<file path="config.mk">
export PLATFORM = sky130hd
export DESIGN_NAME = tpu_sequencer
export DESIGN_NICKNAME = d
export VERILOG_FILES = /design/src/rtl/tpu_pkg.sv /design/src/rtl/tpu_row_packer.sv /design/src/rtl/tpu_sequencer.sv
export SDC_FILE = /design/constraint.sdc
export NUM_CORES = 1
export LEC_CHECK = 0
export CAP_MARGIN = 30
export CORE_MARGIN = 2
export CORE_UTILIZATION = 34
export DETAILED_ROUTE_END_ITERATION = 7
export GPL_TIMING_DRIVEN = 0
export PLACE_DENSITY_LB_ADDON = 0.2
export SYNTH_ARGS = -nofsm -noshare
export SYNTH_HDL_FRONTEND = slang
export SYNTH_SLANG_ARGS = --single-unit
</file>
<file path="constraint.sdc">
create_clock -name clk -period 3.9 [get_ports clk]
set_input_delay 0.39 -clock clk [delete_from_list [all_inputs] [get_ports clk]]
set_output_delay 0.39 -clock clk [all_outputs]
set_load 0.01 [all_outputs]
</file>
<file path="src/rtl/tpu_pkg.sv">
// Shared definitions for the TPU sequencer slice: default parameter values
// and the sequencer state encoding.
package tpu_pkg;

  localparam int DATAWIDTH_DEF  = 16;
  localparam int ARRAY_SIZE_DEF = 4;
  localparam int ADDR_W_DEF     = 10;

  typedef enum logic [2:0] {
    ST_IDLE,
    ST_LOAD,
    ST_FIRE,
    ST_WAIT,
    ST_WB,
    ST_DONE
  } state_t;

endpackage

</file>
<file path="src/rtl/tpu_row_packer.sv">
// Row assembly for the systolic array load path.
// Delays the read strobe by the SRAM read latency, drops each returning word
// into its slot of the packed activation or weight row, and raises o_valid
// for one cycle once the last weight word of a row has been captured.
//   i_rd_en / i_rd_pos : a read was issued this cycle; pos 0..N-1 = activation
//                        word j, pos N..2N-1 = weight word j-N
//   i_rdata            : SRAM read data (1-cycle latency)
//   o_valid            : registered one-cycle row-pair valid
//   o_act_row/o_wgt_row: packed rows, word j at [j*DATAWIDTH +: DATAWIDTH]
module tpu_row_packer
  import tpu_pkg::*;
#(
  parameter int DATAWIDTH  = DATAWIDTH_DEF,
  parameter int ARRAY_SIZE = ARRAY_SIZE_DEF,
  localparam int POS_W     = $clog2(2 * ARRAY_SIZE)
) (
  input  logic                            clk,
  input  logic                            rst_n,
  input  logic                            i_rd_en,
  input  logic [POS_W-1:0]                i_rd_pos,
  input  logic [DATAWIDTH-1:0]            i_rdata,
  output logic                            o_valid,
  output logic [ARRAY_SIZE*DATAWIDTH-1:0] o_act_row,
  output logic [ARRAY_SIZE*DATAWIDTH-1:0] o_wgt_row
);

  localparam int unsigned N = ARRAY_SIZE;

  logic                            r_cap_en;
  logic [POS_W-1:0]                r_cap_pos;
  logic                            r_valid;
  logic [ARRAY_SIZE*DATAWIDTH-1:0] r_act_row;
  logic [ARRAY_SIZE*DATAWIDTH-1:0] r_wgt_row;

  always_ff @(posedge clk or negedge rst_n) begin
    if (!rst_n) begin
      r_cap_en  <= 1'b0;
      r_cap_pos <= '0;
      r_valid   <= 1'b0;
      r_act_row <= '0;
      r_wgt_row <= '0;
    end else begin
      r_cap_en  <= i_rd_en;
      r_cap_pos <= i_rd_pos;
      r_valid   <= r_cap_en && (r_cap_pos == POS_W'(2 * N - 1));
      if (r_cap_en) begin
        for (int unsigned j = 0; j < N; j++) begin
          if (r_cap_pos == POS_W'(j))
            r_act_row[j*DATAWIDTH +: DATAWIDTH] <= i_rdata;
          if (r_cap_pos == POS_W'(N + j))
            r_wgt_row[j*DATAWIDTH +: DATAWIDTH] <= i_rdata;
        end
      end
    end
  end

  assign o_valid   = r_valid;
  assign o_act_row = r_act_row;
  assign o_wgt_row = r_wgt_row;

endmodule

</file>
<file path="src/rtl/tpu_sequencer.sv">
// Command sequencer between a host, a single-port SRAM and an N x N systolic
// array. Per tile: stream activation/weight rows out of SRAM into the array,
// fire it, wait for completion, then write the N*N result words back.
//   start, *_base, num_tiles : command, sampled when accepted in IDLE
//   host_*                   : host SRAM port, passed through only in IDLE
//   sram_*                   : SRAM port (read data 1-cycle latency)
//   arr_*                    : systolic array load/start/done/result
//   busy / done / err        : not-IDLE, completion pulse, sticky host collision
module tpu_sequencer
  import tpu_pkg::*;
#(
  parameter int DATAWIDTH  = DATAWIDTH_DEF,
  parameter int ARRAY_SIZE = ARRAY_SIZE_DEF,
  parameter int ADDR_W     = ADDR_W_DEF
) (
  input  logic                                       clk,
  input  logic                                       rst_n,
  input  logic                                       start,
  input  logic [ADDR_W-1:0]                          act_base,
  input  logic [ADDR_W-1:0]                          wgt_base,
  input  logic [ADDR_W-1:0]                          out_base,
  input  logic [7:0]                                 num_tiles,
  input  logic                                       host_we,
  input  logic [ADDR_W-1:0]                          host_addr,
  input  logic [DATAWIDTH-1:0]                       host_wdata,
  output logic [DATAWIDTH-1:0]                       host_rdata,
  output logic [ADDR_W-1:0]                          sram_addr,
  output logic                                       sram_we,
  output logic [DATAWIDTH-1:0]                       sram_wdata,
  input  logic [DATAWIDTH-1:0]                       sram_rdata,
  output logic                                       arr_load_valid,
  output logic [ARRAY_SIZE*DATAWIDTH-1:0]            arr_act_row,
  output logic [ARRAY_SIZE*DATAWIDTH-1:0]            arr_wgt_row,
  output logic                                       arr_start,
  input  logic                                       arr_done,
  input  logic [ARRAY_SIZE*ARRAY_SIZE*DATAWIDTH-1:0] arr_result,
  output logic                                       busy,
  output logic                                       done,
  output logic                                       err
);

  localparam int unsigned N        = ARRAY_SIZE;
  localparam int unsigned NN       = N * N;
  localparam int unsigned RD_CYC   = 2 * NN;      // one SRAM read per cycle
  localparam int unsigned LOAD_CYC = RD_CYC + 2;  // + read latency + packer register
  localparam int          CNT_W    = $clog2(LOAD_CYC);
  localparam int          POS_W    = $clog2(2 * N);

  state_t                 r_state, w_next;
  logic [7:0]             r_num_tiles, r_tile;
  logic [ADDR_W-1:0]      r_act_tile, r_wgt_base, r_out_tile, r_row_off;
  logic [POS_W-1:0]       r_pos;
  logic [CNT_W-1:0]       r_cnt;
  logic [NN*DATAWIDTH-1:0] r_result;
  logic                   r_err, r_done;
  logic                   w_accept, w_rd_en, w_load_last, w_wb_last, w_more;

  assign w_accept    = start && (r_state == ST_IDLE);
  assign w_rd_en     = (r_state == ST_LOAD) && (r_cnt < CNT_W'(RD_CYC));
  assign w_load_last = (r_cnt == CNT_W'(LOAD_CYC - 1));
  assign w_wb_last   = (r_cnt == CNT_W'(NN - 1));
  assign w_more      = (r_tile + 8'd1) < r_num_tiles;

  always_comb begin
    w_next = r_state;
    unique case (r_state)
      ST_IDLE: if (w_accept) w_next = (num_tiles == 8'd0) ? ST_DONE : ST_LOAD;
      ST_LOAD: if (w_load_last) w_next = ST_FIRE;
      ST_FIRE: w_next = ST_WAIT;
      ST_WAIT: if (arr_done) w_next = ST_WB;
      ST_WB:   if (w_wb_last) w_next = w_more ? ST_LOAD : ST_DONE;
      ST_DONE: w_next = ST_IDLE;
      default: w_next = ST_IDLE;
    endcase
  end

  // SRAM port mux: host in IDLE, row reads in LOAD, result writes in WB.
  always_comb begin
    sram_addr  = '0;
    sram_we    = 1'b0;
    sram_wdata = '0;
    unique case (r_state)
      ST_IDLE: begin
        sram_addr  = host_addr;
        sram_we    = host_we;
        sram_wdata = host_wdata;
      end
      ST_LOAD: begin
        if (w_rd_en) begin
          if (r_pos < POS_W'(N))
            sram_addr = r_act_tile + r_row_off + ADDR_W'(r_pos);
          else
            sram_addr = r_wgt_base + r_row_off + ADDR_W'(r_pos) - ADDR_W'(N);
        end
      end
      ST_WB: begin
        sram_addr = r_out_tile + ADDR_W'(r_cnt);
        sram_we   = 1'b1;
        for (int unsigned i = 0; i < NN; i++)
          if (r_cnt == CNT_W'(i)) sram_wdata = r_result[i*DATAWIDTH +: DATAWIDTH];
      end
      default: ;
    endcase
  end

  always_ff @(posedge clk or negedge rst_n) begin
    if (!rst_n) r_state <= ST_IDLE;
    else        r_state <= w_next;
  end

  // Per-tile bases advance by N*N after each write-back so no multiply is needed.
  always_ff @(posedge clk or negedge rst_n) begin
    if (!rst_n) begin
      r_num_tiles <= '0;
      r_tile      <= '0;
      r_act_tile  <= '0;
      r_wgt_base  <= '0;
      r_out_tile  <= '0;
    end else if (w_accept) begin
      r_num_tiles <= num_tiles;
      r_tile      <= '0;
      r_act_tile  <= act_base;
      r_wgt_base  <= wgt_base;
      r_out_tile  <= out_base;
    end else if ((r_state == ST_WB) && w_wb_last) begin
      r_tile     <= r_tile + 8'd1;
      r_act_tile <= r_act_tile + ADDR_W'(NN);
      r_out_tile <= r_out_tile + ADDR_W'(NN);
    end
  end

  // r_cnt restarts on every state change; it times both LOAD and WB.
  always_ff @(posedge clk or negedge rst_n) begin
    if (!rst_n) begin
      r_cnt     <= '0;
      r_pos     <= '0;
      r_row_off <= '0;
    end else begin
      if (w_next != r_state) r_cnt <= '0;
      else                   r_cnt <= r_cnt + CNT_W'(1);
      if (r_state != ST_LOAD) begin
        r_pos     <= '0;
        r_row_off <= '0;
      end else if (w_rd_en) begin
        if (r_pos == POS_W'(2 * N - 1)) begin
          r_pos     <= '0;
          r_row_off <= r_row_off + ADDR_W'(N);
        end else begin
          r_pos <= r_pos + POS_W'(1);
        end
      end
    end
  end

  always_ff @(posedge clk or negedge rst_n) begin
    if (!rst_n) begin
      r_result <= '0;
      r_err    <= 1'b0;
      r_done   <= 1'b0;
    end else begin
      if ((r_state == ST_WAIT) && arr_done) r_result <= arr_result;
      if (w_accept)                          r_err <= 1'b0;
      else if ((r_state != ST_IDLE) && host_we) r_err <= 1'b1;
      r_done <= (r_state == ST_DONE);
    end
  end

  tpu_row_packer #(
    .DATAWIDTH (DATAWIDTH),
    .ARRAY_SIZE(ARRAY_SIZE)
  ) u_row_packer (
    .clk      (clk),
    .rst_n    (rst_n),
    .i_rd_en  (w_rd_en),
    .i_rd_pos (r_pos),
    .i_rdata  (sram_rdata),
    .o_valid  (arr_load_valid),
    .o_act_row(arr_act_row),
    .o_wgt_row(arr_wgt_row)
  );

  assign host_rdata = sram_rdata;
  assign arr_start  = (r_state == ST_FIRE);
  assign busy       = (r_state != ST_IDLE);
  assign done       = r_done;
  assign err        = r_err;

endmodule

</file>
==> results.cfg <==
[floorplanning]
die_w_um = 258
start_util = 0.343
ios = 517
core_area_sq_um = 64200
num_rows = 93
fp.dieH_um = 258
die_area_sq_um = 66800

[timing]
relSlewSlack = 0.377
worstMarginPinSlew_ns = 0.935
setup_slack_ns = -0.0117
min_period_ns = 3.91
period_share = 1.00
setup_viol = 1
tns_ns = -0.0117
drv_slew = 0
max_freq_mhz = 256
rsz0062_at_grt = true
finalHoldViolCount = 0
skew_ns = 0.0344

[power_and_ir_drop]
max-vdd-ir-drop_mv = 0.356
p_leak_nw = 14.0
power_frac_clock = 0.262
p_int_mw = 12.8
power_density_nw_per_um2 = 629
p_sw_mw = 6.91
comb_power_share = 0.423
netSwitchingFraction = 0.351
seqPwrFrac = 0.316

[synthesis]
synth_area_per_cell_sq_um = 11.7
ys.flop_type = dfrtp_1
syn_nets = 2290
synth_cell_types = 77
ys_warn_count = 0
ys_async_sr_fraction = 1.00
synth_cells = 1882
ys_seq_area_frac = 0.520
synth.cell_area_sq_um = 22000
ys_ff_latch = 457
synth_edf_count = 0

[cells_and_area]
final_cells = 3418
final_common_cell = clkdlybuf4s50_1
final_area_sq_um = 31400
final_cell_mix = clkdlybuf4s50_1 (492), dfrtp_1 (450), mux2_2 (366)
syn_to_final_growth_pct = 42.5
final_util = 0.488
drive_gt1_frac = 0.287
nNetsFinal = 2911
fillers = 5858

[clock_network]
clock-sinks = 457
clk_pin_slew_ns = 0.06
clkLatencyLatePin_ns = 0.64
numCtsBuffers = 50
cts_max_level = 2
cts_root_buf = clkbuf_16
clockBufferDepth = 3
cts_tree = done

[critical_path]
crit_start = r_cnt[1]
arrival_ns = 3.52
crit_path_max_fanout = 10
r2r_slack_ns = 0.97
r2r_cells = 6
critPathKind = flip-flop to output pin
crit_path_end = sram_wdata[15]
endpoint_kind = output pin
timing.rr.end = r_result[174]
r2r_start = r_state[2]
critPathLaunchType = flip-flop
worstPathRequired_ns = 3.51

[place]
dpl_cell_area_sq_um = 28400
place_congestion = 0.941
io_buffers = 516
dpl.hpwl_mm = 70.1
dp_cells = 3261

[status]
status = complete, but fails checks
violations = setup timing

[worst_hold_path]
hp-class = primary input to flip-flop

[grt]
use_met2 = 0.444
grt_pass1_vias = 18500
grt_max_degree = 112
grt-ovfl-total = 0
grt_pass1_wl_mm = 128
grt_util_all_layers = 0.263
top_usage_layer = met2
met3_usage = 0.0900
grt_util_met1 = 0.314
antenna_found_initial = 40

[drt]
routed_wl_mm = 89.5
num_vias = 18200
drc = 0
drt_iter0_drc = 1240
dr.pass1.iters = 6
drtAntennaViolNets = 0
vias_per_cell = 5.31
wl_per_cell_um = 26.2

[run]
drv_cap = 0
[layout make-up]
type | count | area [sq um] | area share
clock buffers | 74 | 1470 | 0.0469
diodes | 19 | 47.5 | 0.00152
clock inverters | 19 | 313 | 0.00998
well taps | 855 | 1070 | 0.0341
multi-input cells | 1257 | 10500 | 0.335
plain buffers | 111 | 637 | 0.0203
repair buffers | 574 | 5660 | 0.181
flip-flops and latches | 457 | 11400 | 0.365
inverters | 52 | 198 | 0.00631
[stage by stage]
stage | hold WS, ns | setup WS, ns | power (mW)
after floorplan | 0.0944 | 0.891 | 10.1
after global placement | 0.461 | -18.32 | 13.8
after detailed placement | 0.463 | -0.799 | 13.9
after CTS | 0.292 | 0.000360 | 19.7
after global routing | 0.332 | -0.0960 | 20.7
final | 0.326 | -0.0117 | 19.7
[cells in the mapped netlist (all sizes together), types with 8 or more instances]
library cell | count | share of area
a211oi | 17 | 0.0058
a21oi | 38 | 0.0086
a221o | 9 | 0.0041
a221oi | 37 | 0.015
a22oi | 22 | 0.0075
buf | 42 | 0.012
clkbuf | 74 | 0.013
dfrtp | 457 | 0.52
ha | 62 | 0.035
inv | 51 | 0.0087
mux2 | 366 | 0.19
mux2i | 8 | 0.0036
nand2 | 204 | 0.035
nand2b | 8 | 0.0023
nand3 | 25 | 0.0057
nor2 | 104 | 0.018
nor3 | 30 | 0.0076
nor3b | 9 | 0.0038
nor4 | 10 | 0.0028
o211ai | 15 | 0.0051
o21a | 8 | 0.0027
o21ai | 89 | 0.020
o221ai | 21 | 0.0084
o22ai | 9 | 0.0026
xnor2 | 29 | 0.012
xor2 | 19 | 0.0076
[routing by layer]
| metal | part of all wire | vias to the layer above |
|---|---|---|
| li1 | - | 8063 |
| met1 | 0.39 | 9151 |
| met2 | 0.48 | 704 |
| met3 | 0.087 | 188 |
| met4 | 0.033 | 48 |
| met5 | 0.0036 | - |
[worst min-delay path by stage]
stage                               startpoint  slack [ns]                         end  cells past startpoint
floorplan                                rst_n        0.09                        done                      0
global placement    u_row_packer.o_wgt_row[58]        0.46  u_row_packer.o_wgt_row[58]                      2
detailed placement  u_row_packer.o_wgt_row[58]        0.46  u_row_packer.o_wgt_row[58]                      2
CTS                                out_base[0]        0.29               r_out_tile[0]                      3
global route                       act_base[1]        0.33               r_act_tile[1]                      3
finish                             wgt_base[9]        0.33               r_wgt_base[9]                      3
[power groups by stage]
stage          registers, mW  clock network (mW)  logic [mW]
5_1_grt                 6.33                5.43        8.92
6_report                6.22                5.16        8.34
3_3_place_gp            6.30                   0        7.47
2_1_floorplan           6.53                   0        3.53
4_1_cts                 6.22                5.26        8.18
3_5_place_dp            6.31                   0        7.60
[what timing repair did]
action                     CTS  global route
pin swaps                   37            25
buffers inserted            37            11
resized for setup          245            50
hold buffers                 1             0
hold endpoints to repair   109             0
setup endpoints to repair   27            18
[flip-flops by register name, indices dropped and copies added (netlist names), 6 cells and up]
signal and cells:
r_num_tiles 8, u_row_packer.o_act_row 64, r_act_tile 10, r_out_tile 10, r_tile 8, r_result 256
r_row_off 8, u_row_packer.o_wgt_row 64, r_wgt_base 10, r_cnt 6
[logic make-up after synthesis]
family / synth area share
multiplexers: 0.191
AND/OR/NAND/NOR: 0.0961
flip-flops: 0.520
XOR/XNOR: 0.0191
buffers and inverters: 0.0332
AO/OA/AOI/OAI: 0.101
adder cells (fa/ha/maj): 0.0398
[critical path, cell delays in order, from the launching register on]
cell and delay, ns:
dfrtp_2 0.46, ha_2 0.23, or3b_1 0.17, buf_4 0.24, nor2_4 0.09, clkbuf_4 0.23
a222oi_1 0.52, nand2_1 0.17, o21ai_2 0.28, o211ai_1 0.15, dlygate4sd2_1 0.36
No activity file was read; power rests on OpenSTA's default activity.
